==> config.mk <==
export PLATFORM = sky130hd
export DESIGN_NAME = sq_rd_arbiter
export DESIGN_NICKNAME = d
export VERILOG_FILES = /design/src/rtl/sq_rd_arbiter.sv
export SDC_FILE = /design/constraint.sdc
export NUM_CORES = 1
export LEC_CHECK = 0
export BUFFER_PORTS_ARGS = -buffer_cell sky130_fd_sc_hd__buf_2
export CELL_PAD_IN_SITES_DETAIL_PLACEMENT = 0
export CELL_PAD_IN_SITES_GLOBAL_PLACEMENT = 1
export CORE_AREA = 5 5 171 173
export DETAILED_ROUTE_END_ITERATION = 16
export DIE_AREA = 0 0 176 178
export PLACE_DENSITY_LB_ADDON = 0.1
export SYNTH_ARGS = -nofsm -noshare
export SYNTH_HDL_FRONTEND = slang
export SYNTH_SLANG_ARGS = --single-unit
==> constraint.sdc <==
create_clock -name aclk -period 11.3 [get_ports aclk]
set_input_delay 0.565 -clock aclk [delete_from_list [all_inputs] [get_ports aclk]]
set_output_delay 0.565 -clock aclk [all_outputs]
set_load 0.02 [all_outputs]
==> src/rtl/sq_rd_arbiter.sv <==
// sq_rd_arbiter: round-robin sharing of one sq_rd/cq_rd pair among N_REQ requesters,
// with a per-requester cap on outstanding reads and completion routing by dest tag.
module sq_rd_arbiter #(
    parameter int N_REQ      = 4,
    parameter int MAX_OUTS   = 8,
    parameter int VADDR_BITS = 48,
    parameter int LEN_BITS   = 28,
    parameter int DEST_BITS  = 4
) (
    input  logic                          aclk,
    input  logic                          areset,
    input  logic [N_REQ-1:0]              req_valid,
    output logic [N_REQ-1:0]              req_ready,
    input  logic [N_REQ*VADDR_BITS-1:0]   req_vaddr,
    input  logic [N_REQ*LEN_BITS-1:0]     req_len,
    input  logic [N_REQ-1:0]              req_last,
    output logic                          sq_valid,
    input  logic                          sq_ready,
    output logic [VADDR_BITS-1:0]         sq_vaddr,
    output logic [LEN_BITS-1:0]           sq_len,
    output logic                          sq_last,
    output logic [DEST_BITS-1:0]          sq_dest,
    input  logic                          cq_valid,
    input  logic [DEST_BITS-1:0]          cq_dest,
    output logic [N_REQ-1:0]              cpl_valid,
    output logic [N_REQ*8-1:0]            outs_cnt,
    output logic                          err_cpl
);
    localparam int IW = $clog2(N_REQ);

    logic [7:0]            cnt_q [N_REQ];
    logic [7:0]            cnt_d [N_REQ];
    logic [IW-1:0]         ptr_q, ptr_d, gnt;
    logic [N_REQ-1:0]      elig, cpl_q, cpl_d;
    logic                  found, hs, slot_free;
    logic                  sq_valid_q, sq_valid_d, sq_last_q, sq_last_d, err_q, err_d;
    logic [VADDR_BITS-1:0] sq_vaddr_q, sq_vaddr_d;
    logic [LEN_BITS-1:0]   sq_len_q, sq_len_d;
    logic [DEST_BITS-1:0]  sq_dest_q, sq_dest_d;

    always_comb begin
        slot_free = !sq_valid_q || sq_ready;
        found     = 1'b0;
        gnt       = '0;
        for (int i = 0; i < N_REQ; i++)
            elig[i] = req_valid[i] && (cnt_q[i] < 8'(MAX_OUTS));
        // scan farthest-first so the eligible requester nearest to ptr wins
        for (int k = N_REQ - 1; k >= 0; k--)
            if (elig[(int'(ptr_q) + k) % N_REQ]) begin
                found = 1'b1;
                gnt   = IW'((int'(ptr_q) + k) % N_REQ);
            end
        hs        = slot_free && found;
        req_ready = '0;
        if (hs)
            req_ready[gnt] = 1'b1;
        // a completion hitting a zero count is still legal if that requester issues now
        for (int i = 0; i < N_REQ; i++) begin
            cpl_d[i] = cq_valid && (cq_dest == DEST_BITS'(i)) && ((cnt_q[i] != 8'd0) || req_ready[i]);
            cnt_d[i] = cnt_q[i] + 8'(req_ready[i]) - 8'(cpl_d[i]);
        end
        err_d      = err_q || (cq_valid && (cpl_d == '0));
        ptr_d      = hs ? IW'((int'(gnt) + 1) % N_REQ) : ptr_q;
        sq_valid_d = hs ? 1'b1 : (sq_ready ? 1'b0 : sq_valid_q);
        sq_vaddr_d = hs ? req_vaddr[gnt*VADDR_BITS +: VADDR_BITS] : sq_vaddr_q;
        sq_len_d   = hs ? req_len[gnt*LEN_BITS +: LEN_BITS] : sq_len_q;
        sq_last_d  = hs ? req_last[gnt] : sq_last_q;
        sq_dest_d  = hs ? DEST_BITS'(gnt) : sq_dest_q;
    end

    always_ff @(posedge aclk) begin
        if (areset) begin
            for (int i = 0; i < N_REQ; i++)
                cnt_q[i] <= '0;
            ptr_q      <= '0;
            cpl_q      <= '0;
            err_q      <= 1'b0;
            sq_valid_q <= 1'b0;
            sq_vaddr_q <= '0;
            sq_len_q   <= '0;
            sq_last_q  <= 1'b0;
            sq_dest_q  <= '0;
        end else begin
            cnt_q      <= cnt_d;
            ptr_q      <= ptr_d;
            cpl_q      <= cpl_d;
            err_q      <= err_d;
            sq_valid_q <= sq_valid_d;
            sq_vaddr_q <= sq_vaddr_d;
            sq_len_q   <= sq_len_d;
            sq_last_q  <= sq_last_d;
            sq_dest_q  <= sq_dest_d;
        end
    end

    for (genvar g = 0; g < N_REQ; g++) begin : g_cnt
        assign outs_cnt[g*8 +: 8] = cnt_q[g];
    end

    assign sq_valid  = sq_valid_q;
    assign sq_vaddr  = sq_vaddr_q;
    assign sq_len    = sq_len_q;
    assign sq_last   = sq_last_q;
    assign sq_dest   = sq_dest_q;
    assign cpl_valid = cpl_q;
    assign err_cpl   = err_q;
endmodule

==> run summary, run 1 <==
Final instance area -> 10750 um2
Slew Limit Fails -> 0
Hold_buf cts -> 0
Unique masters post-synth -> 59
Number of buffers created by CTS -> 17
Seq cells post-synth -> 119
Die Wd -> 176 um
Drt drc -> 0
Syn Area/Cell -> 9.072 um2
Worst Hold End -> sq_vaddr[9]$_SDFFE_PP0P_
DR WL/cell -> 19.16 um
DIE AREA -> 31330 um2
Worst-path fanout max -> 51
Fin crit share -> 0.4376
Leakage power total -> 5.890 nW
HP Start -> sq_vaddr[9]$_SDFFE_PP0P_
Placement Setup Slack -> 6268 ps
Worst clock skew -> 16.65 ps
Crit path cell chain -> inv_1 > ha_1 > a21bo_2 > a211oi_1 > a311oi_2 > nor2_4 > buf_4 > and3_4 > o211a_1 > ha_1 > inv_1 > ha_1 > inv_1 > fa_1 > nand2b_1 > a21oi_1 > o21ai_0 > a21oi_1 > nor2_1 > xor2_1 > nor2_1
Total GRT Usage -> 0.1858
# diodes -> 0
Reg2reg start -> outs_cnt[20]$_SDFF_PP0_
Max Buffers Root-to-Sink -> 2
Std-Cell Rows -> 61
Drt via density -> 4.693
Top FF cell, synth -> dfxtp_1
CP Buf/Inv Count -> 4
Power, Total -> 0.003515 W
Largest net degree at the start of global routing -> 83
Share of power burned in combinational logic -> 0.640
Status -> complete, no violations
Port Buffer Count -> 440
Drt total wl -> 31060 um
Endpoints failing setup -> 0
Resized cells post-CTS -> 0
Layout area overhead -> 38.73%
Clock network power share -> 0.173
Cells after synthesis -> 854
First-pass DRT Iterations -> 5
Vias in the first global route -> 7750
Fill count -> 2867
Area of the multi-input gates -> 4812 um2
Post-DP HPWL -> 24730 um
Crit path required time -> 11580 ps
Rel. slew slack -> 0.3072
Worst-Skew Late Latency -> 420 ps
Final TNS setup -> 0 ps
CTS root buffer -> clkbuf_16
R2r setup slk -> 6360 ps
Psw -> 0.001652 W
Crit Path Class -> flop to flop
R2R depth -> 21
ANT nets after route -> 0
# clock sinks -> 119
Die H -> 178 um
Worst-Margin Slew -> 1039 ps
FF+latch area -> 2382 um2
Warnings from Yosys -> 0
Pwr dens -> 327.0 nW/um2
Setup Buffers After CTS -> 0
Routability cong. -> 0.7766
Final Hold Fails -> 0
Startpoint types -> flop
Synthesized area -> 7747 um2
Cell family with most CP delay -> compound AO/OA/AOI/OAI gates
DRT iter0 DRCs -> 304
Routed vias -> 7607
Max VDD drop -> 0.0001791 V
Fraction of power spent switching nets -> 0.4701
# IOs -> 443
Post-synth EDFFs -> 0
Min Clock Period, post-route -> 4945 ps
Worst EP arrival -> 5220 ps
Layout cells sized above 1 -> 0.3882
Worst r2r dst -> outs_cnt[22]$_SDFF_PP0_
Clock transition at path regs -> 60 ps
Initial Util -> 0.2820
Initial antenna violation count -> 0
Post-Place Cell Area -> 10100 um2
CTS tree -> built
Slowest stage cell, crit path -> nor2_4
Hold/Removal Path Class -> flop to flop
Hold Crit Depth -> 1
Sequential share of power -> 0.187
Max-cap viol count -> 0
Final worst slack -> 6355 ps
NumNets Final -> 1639
Int Pwr -> 0.001862 W
Fmax -> 0.2022 GHz
H-tree levels -> 4
Gr ovfl total -> 0
Sequential-to-total area share from yosys stat -> 0.3075
RSZ-0062 raised after global routing -> no
CP Capture Type -> flop
Post-synth ARST share -> 0
Area of the core -> 27480 um2
Max incr delay on CP -> 610 ps
First-pass GRT wire length -> 44820 um
[layer usage]
layer	share of wire	global-route usage
met5	0	0
met4	0.020	0.04646
met3	0.059	0.04260
met2	0.51	0.3286
met1	0.41	0.2293
[layout by cell type, fill, tap and decap left out, drive strengths merged, types with 6 or more instances in the layout]
| cell type | instances |
|---|---|
| dfxtp | 119 |
| nor2 | 44 |
| o21ai | 9 |
| nor2b | 10 |
| inv | 56 |
| clkinv | 6 |
| a21oi | 23 |
| nand2b | 9 |
| mux2i | 155 |
| buf | 448 |
| xnor2 | 9 |
| clkbuf | 19 |
| nand2 | 158 |
| ha | 52 |
| a32o | 77 |
| xor2 | 12 |
[cells in the mapped netlist, types with 12 or more instances]
cell type	n	share of area
buf_4	13	0.013
nor2_1	40	0.019
clkbuf_1	19	0.0092
ha_1	52	0.084
a32o_1	77	0.099
xor2_1	12	0.014
nand2_1	158	0.077
inv_1	55	0.027
mux2i_1	155	0.20
dfxtp_1	119	0.31
a21oi_1	23	0.015
buf_2	14	0.0090
[kinds of logic (layout without fill, tap and decap cells)]
| family | Yosys count | after routing | synth area share |
|---|---|---|---|
| AOI/OAI and AO/OA | 136 | 136 | 0.1555 |
| xor gates and xnor gates | 21 | 21 | 0.02374 |
| adders and majority gates | 56 | 56 | 0.09432 |
| buffers and inverters | 116 | 536 | 0.07445 |
| DFF | 119 | 119 | 0.3075 |
| muxes | 155 | 155 | 0.2003 |
| other | 1 | 2 | 0.0004840 |
| and+or+nand+nor | 250 | 250 | 0.1437 |
[sequential cells by signal, indices dropped and copies added (netlist names)]
name / flops
ptr_q: 2
outs_cnt: 32
err_cpl: 1
cpl_valid: 4
sq_dest: 2
sq_last: 1
sq_valid: 1
sq_len: 28
sq_vaddr: 48
[area by class of cell]
class / count / area share
Clock inverter: 12 / 0.01874
Timing Repair Buffer: 448 / 0.2105
Sequential cell: 119 / 0.2217
Tap cell: 346 / 0.04028
Multi-Input combinational cell: 620 / 0.4477
Inverter: 57 / 0.01991
Clock buffer: 19 / 0.04121
[worst max-delay path by stage]
stage	slack [ps]	end	start	cells after the start
after floorplan	7270	outs_cnt[30]$_SDFF_PP0_	outs_cnt[20]$_SDFF_PP0_	19
after global placement	6300	outs_cnt[22]$_SDFF_PP0_	outs_cnt[20]$_SDFF_PP0_	21
after detailed placement	6270	outs_cnt[22]$_SDFF_PP0_	outs_cnt[20]$_SDFF_PP0_	21
after CTS	6250	outs_cnt[22]$_SDFF_PP0_	outs_cnt[20]$_SDFF_PP0_	21
after global routing	5890	outs_cnt[22]$_SDFF_PP0_	outs_cnt[20]$_SDFF_PP0_	21
final	6360	outs_cnt[22]$_SDFF_PP0_	outs_cnt[20]$_SDFF_PP0_	21
[through the flow]
step	util	hold slack [ps]	std cells
after global routing	0.3912	474.2	1621
after floorplan	-	502.4	855
final	0.3912	456.8	1621
after detailed placement	0.3677	448.3	1590
after global placement	0.3677	442.6	1590
after CTS	0.3912	461.1	1621
[power by group through the flow]
stage          combinational, W  clock [W]  sequential [W]
5_1_grt                 0.00248   0.000640        0.000676
3_5_place_dp            0.00229          0        0.000667
2_1_floorplan           0.00157          0        0.000819
4_1_cts                 0.00230   0.000625        0.000660
3_3_place_gp            0.00230          0        0.000664
6_report                0.00225   0.000607        0.000658
[worst register-to-register path, stage by stage, from the launching register on]
cell      delay [ps]
dfxtp_1          350
inv_1             90
ha_1             210
a21bo_2          250
a211oi_1         330
a311oi_2         120
nor2_4           610
buf_4            600
and3_4           330
o211a_1          210
ha_1             240
inv_1             50
ha_1             160
inv_1             50
fa_1             380
nand2b_1         160
a21oi_1          160
o21ai_0          110
a21oi_1          170
nor2_1            60
xor2_1           120
nor2_1            50
(Power assumes the default switching activity.)
==> run 2, diff against run 1 <==
--- a/config.mk
+++ b/config.mk
@@ -8,9 +8,9 @@
 export BUFFER_PORTS_ARGS = -buffer_cell sky130_fd_sc_hd__buf_2
 export CELL_PAD_IN_SITES_DETAIL_PLACEMENT = 0
 export CELL_PAD_IN_SITES_GLOBAL_PLACEMENT = 1
-export CORE_AREA = 5 5 171 173
+export CORE_AREA = 5 5 167 169
 export DETAILED_ROUTE_END_ITERATION = 16
-export DIE_AREA = 0 0 176 178
+export DIE_AREA = 0 0 172 174
 export PLACE_DENSITY_LB_ADDON = 0.1
 export SYNTH_ARGS = -nofsm -noshare
 export SYNTH_HDL_FRONTEND = slang
==> constraint.sdc (replaced) <==
create_clock -name aclk -period 4.8 [get_ports aclk]
set_input_delay 0.24 -clock aclk [delete_from_list [all_inputs] [get_ports aclk]]
set_output_delay 0.24 -clock aclk [all_outputs]
set_load 0.02 [all_outputs]
==> run 2 against run 1 <==
  * First-iteration DRC count is 3.6% lower
  * Count of clock-buffer cells in the layout stayed put
  * Maximum frequency is 23% higher
  * Sequential power is 140% higher
  * Highest routed layer unchanged
==> run summary, run 2 (synthesis results as in run 1) <==
Hold/Removal Path Class -> input pin to flop
Max reg flops -> 48 (unchanged)
Largest net degree at the start of global routing -> 79 (-4.8%)
Min Clock Period, post-route -> 4012 ps (-932.1 ps)
Final worst slack -> 787.6 ps (-5568 ps)
Port Buffer Count -> 440 (unchanged)
Int Pwr -> 0.004294 W (+130%)
Clock transition at path regs -> 60 ps (about the same)
Worst-path fanout max -> 9 (-82%)
Crit path required time -> 5060 ps (-6520 ps)
Worst EP arrival -> 4280 ps (-940 ps)
# clock sinks -> 119 (unchanged)
DIE AREA -> 29930 um2 (-4.5%)
Fin crit share -> 0.8359 (+0.3984)
Critical path origin -> outs_cnt[4]$_SDFF_PP0_
Resized cells post-CTS -> 0 (unchanged)
Max VDD drop -> 0.0004454 V (+150%)
DRT iter0 DRCs -> 293 (-3.6%)
H-tree levels -> 4 (unchanged)
Layout area overhead -> 38.23%
Initial antenna violation count -> 1 (+1)
Reg2reg start -> outs_cnt[4]$_SDFF_PP0_
CTS tree -> built
Leakage power total -> 5.882 nW (-0.14%)
Fmax -> 0.2492 GHz (+23%)
Worst-Margin Slew -> 982.1 ps (-57.08 ps)
Post-DP HPWL -> 24380 um (-1.4%)
RSZ-0062 raised after global routing -> no
Initial Util -> 0.2932 (+0.01121)
Hold_buf cts -> 0 (unchanged)
# diodes -> 0 (unchanged)
Drt total wl -> 30180 um (-2.8%)
Routability cong. -> 0.8161 (+5.1%)
Share of power burned in combinational logic -> 0.651 (+0.011)
R2r setup slk -> 790 ps (-5570 ps)
Psw -> 0.003840 W (+130%)
ANT nets after route -> 0 (unchanged)
Startpoint types -> flop
Drt drc -> 0 (unchanged)
Area of the multi-input gates -> 4812 um2 (unchanged)
Std-Cell Rows -> 60 (-1.6%)
Max Buffers Root-to-Sink -> 2 (unchanged)
CTS root buffer -> clkbuf_16
Vias in the first global route -> 7910 (+2.1%)
Fraction of power spent switching nets -> 0.4721 (+0.001964)
Clock network power share -> 0.159 (-0.014)
Gr ovfl total -> 0 (unchanged)
Placed insts -> 1588 (-0.13%)
First-pass DRT Iterations -> 4 (-1)
Slew Limit Fails -> 0 (unchanged)
Layout cells sized above 1 -> 0.3894 (+0.001131)
Max-cap viol count -> 0 (unchanged)
Area of the core -> 26430 um2 (-3.8%)
Routed vias -> 7636 (+0.38%)
Pwr dens -> 759.6 nW/um2 (+130%)
Die Wd -> 172 um (-2.3%)
Worst-Skew Late Latency -> 420 ps (about the same)
Status -> complete, no violations
DR WL/cell -> 18.63 um (-2.8%)
Total GRT Usage -> 0.1941 (+0.008303)
Final TNS setup -> 0 ps (unchanged)
Commonest non-fill, non-tap cell in the layout -> buf_2
Final Hold Fails -> 0 (unchanged)
Worst clock skew -> 15.94 ps (-0.7110 ps)
Fill count -> 2811 (-2.0%)
Sequential share of power -> 0.190 (+0.003)
Setup Buffers After CTS -> 0 (unchanged)
Die H -> 174 um (-2.2%)
Number of buffers created by CTS -> 17 (unchanged)
# IOs -> 443 (unchanged)
NumNets Final -> 1642 (+0.18%)
Endpoints failing setup -> 0 (unchanged)
HP Start -> cq_dest[1]
Drt via density -> 4.714 (+0.44%)
First-pass GRT wire length -> 44810 um (about the same)
Finished Layout Cells -> 1620 (-0.062%)
Most frequent cells in the layout -> buf_2, nand2_1, mux2i_1
Placement Setup Slack -> 819.8 ps (-5449 ps)
CP Capture Type -> flop
FF+latch area -> 2382 um2 (unchanged)
Crit Path Class -> flop to flop
Rel. slew slack -> 0.3453 (+0.03805)
[run 2: changes by cell type in the layout (fill, tap and decap cells not counted)]
cell / change
clkbuf_1: +1
clkbuf_8: -1
buf_4: +3
bufinv_16: -2
clkinv_2: +3
[run 2: metrics by stage]
stage / instance area, um2 / total power, W / hold WS, ps / utilization
3_3_place_gp: 10120 / 0.006969 / 442.3 / 0.3830
6_report: 10710 / 0.008134 / 177.2 / 0.4053
4_1_cts: 10710 / 0.008282 / 164.0 / 0.4053
3_5_place_dp: 10120 / 0.006956 / 448.4 / 0.3830
5_1_grt: 10710 / 0.008821 / 186.9 / 0.4053
2_1_floorplan: 7751 / 0.005635 / 406.0 / -
[run 2: final cells by class]
| type | instances | area share |
|---|---|---|
| clock buffers | 19 | 0.04043 |
| clock inverters | 13 | 0.01460 |
| inverters | 57 | 0.01998 |
| multi-input cells | 620 | 0.4494 |
| flip-flops and latches | 119 | 0.2225 |
| well taps | 341 | 0.03984 |
| repair buffers | 451 | 0.2133 |
[run 2: final timing paths]
path                              to  cells past startpoint
max          outs_cnt[22]$_SDFF_PP0_                     20
min reg2reg   sq_len[7]$_SDFFE_PP0P_                      1
min          cpl_valid[3]$_SDFF_PP0_                      3
max reg2reg  outs_cnt[22]$_SDFF_PP0_                     20
[run 2: worst max-delay path, cell delays in order (launching register included)]
cell and delay, ps:
dfxtp_1 350, inv_1 90, ha_1 210, a21bo_1 210, a21oi_1 330, and4b_4 290
nor2_8 180, and3_4 230, o211a_1 220, ha_1 240, inv_1 60, ha_1 150
inv_1 50, fa_1 380, nand2b_1 160, a21oi_1 180, o21ai_0 120, a21oi_1 150
nor2_1 60, xor2_1 130, nor2_1 50
[run 2: routing by layer]
layer  vias to the layer above  share of wire  GRT usage
li1                       3844              -          -
met1                      3507           0.41     0.2416
met2                       255           0.51     0.3386
met3                        30          0.060    0.03821
met4                         0          0.019    0.05437
met5                         -              0          0
[run 2: power by group through the flow]
stage / clock network [W] / registers, W / logic (W)
6_report: 0.00129 / 0.00155 / 0.00530
5_1_grt: 0.00137 / 0.00160 / 0.00585
4_1_cts: 0.00133 / 0.00155 / 0.00540
3_5_place_dp: 0 / 0.00157 / 0.00538
3_3_place_gp: 0 / 0.00156 / 0.00541
2_1_floorplan: 0 / 0.00193 / 0.00371
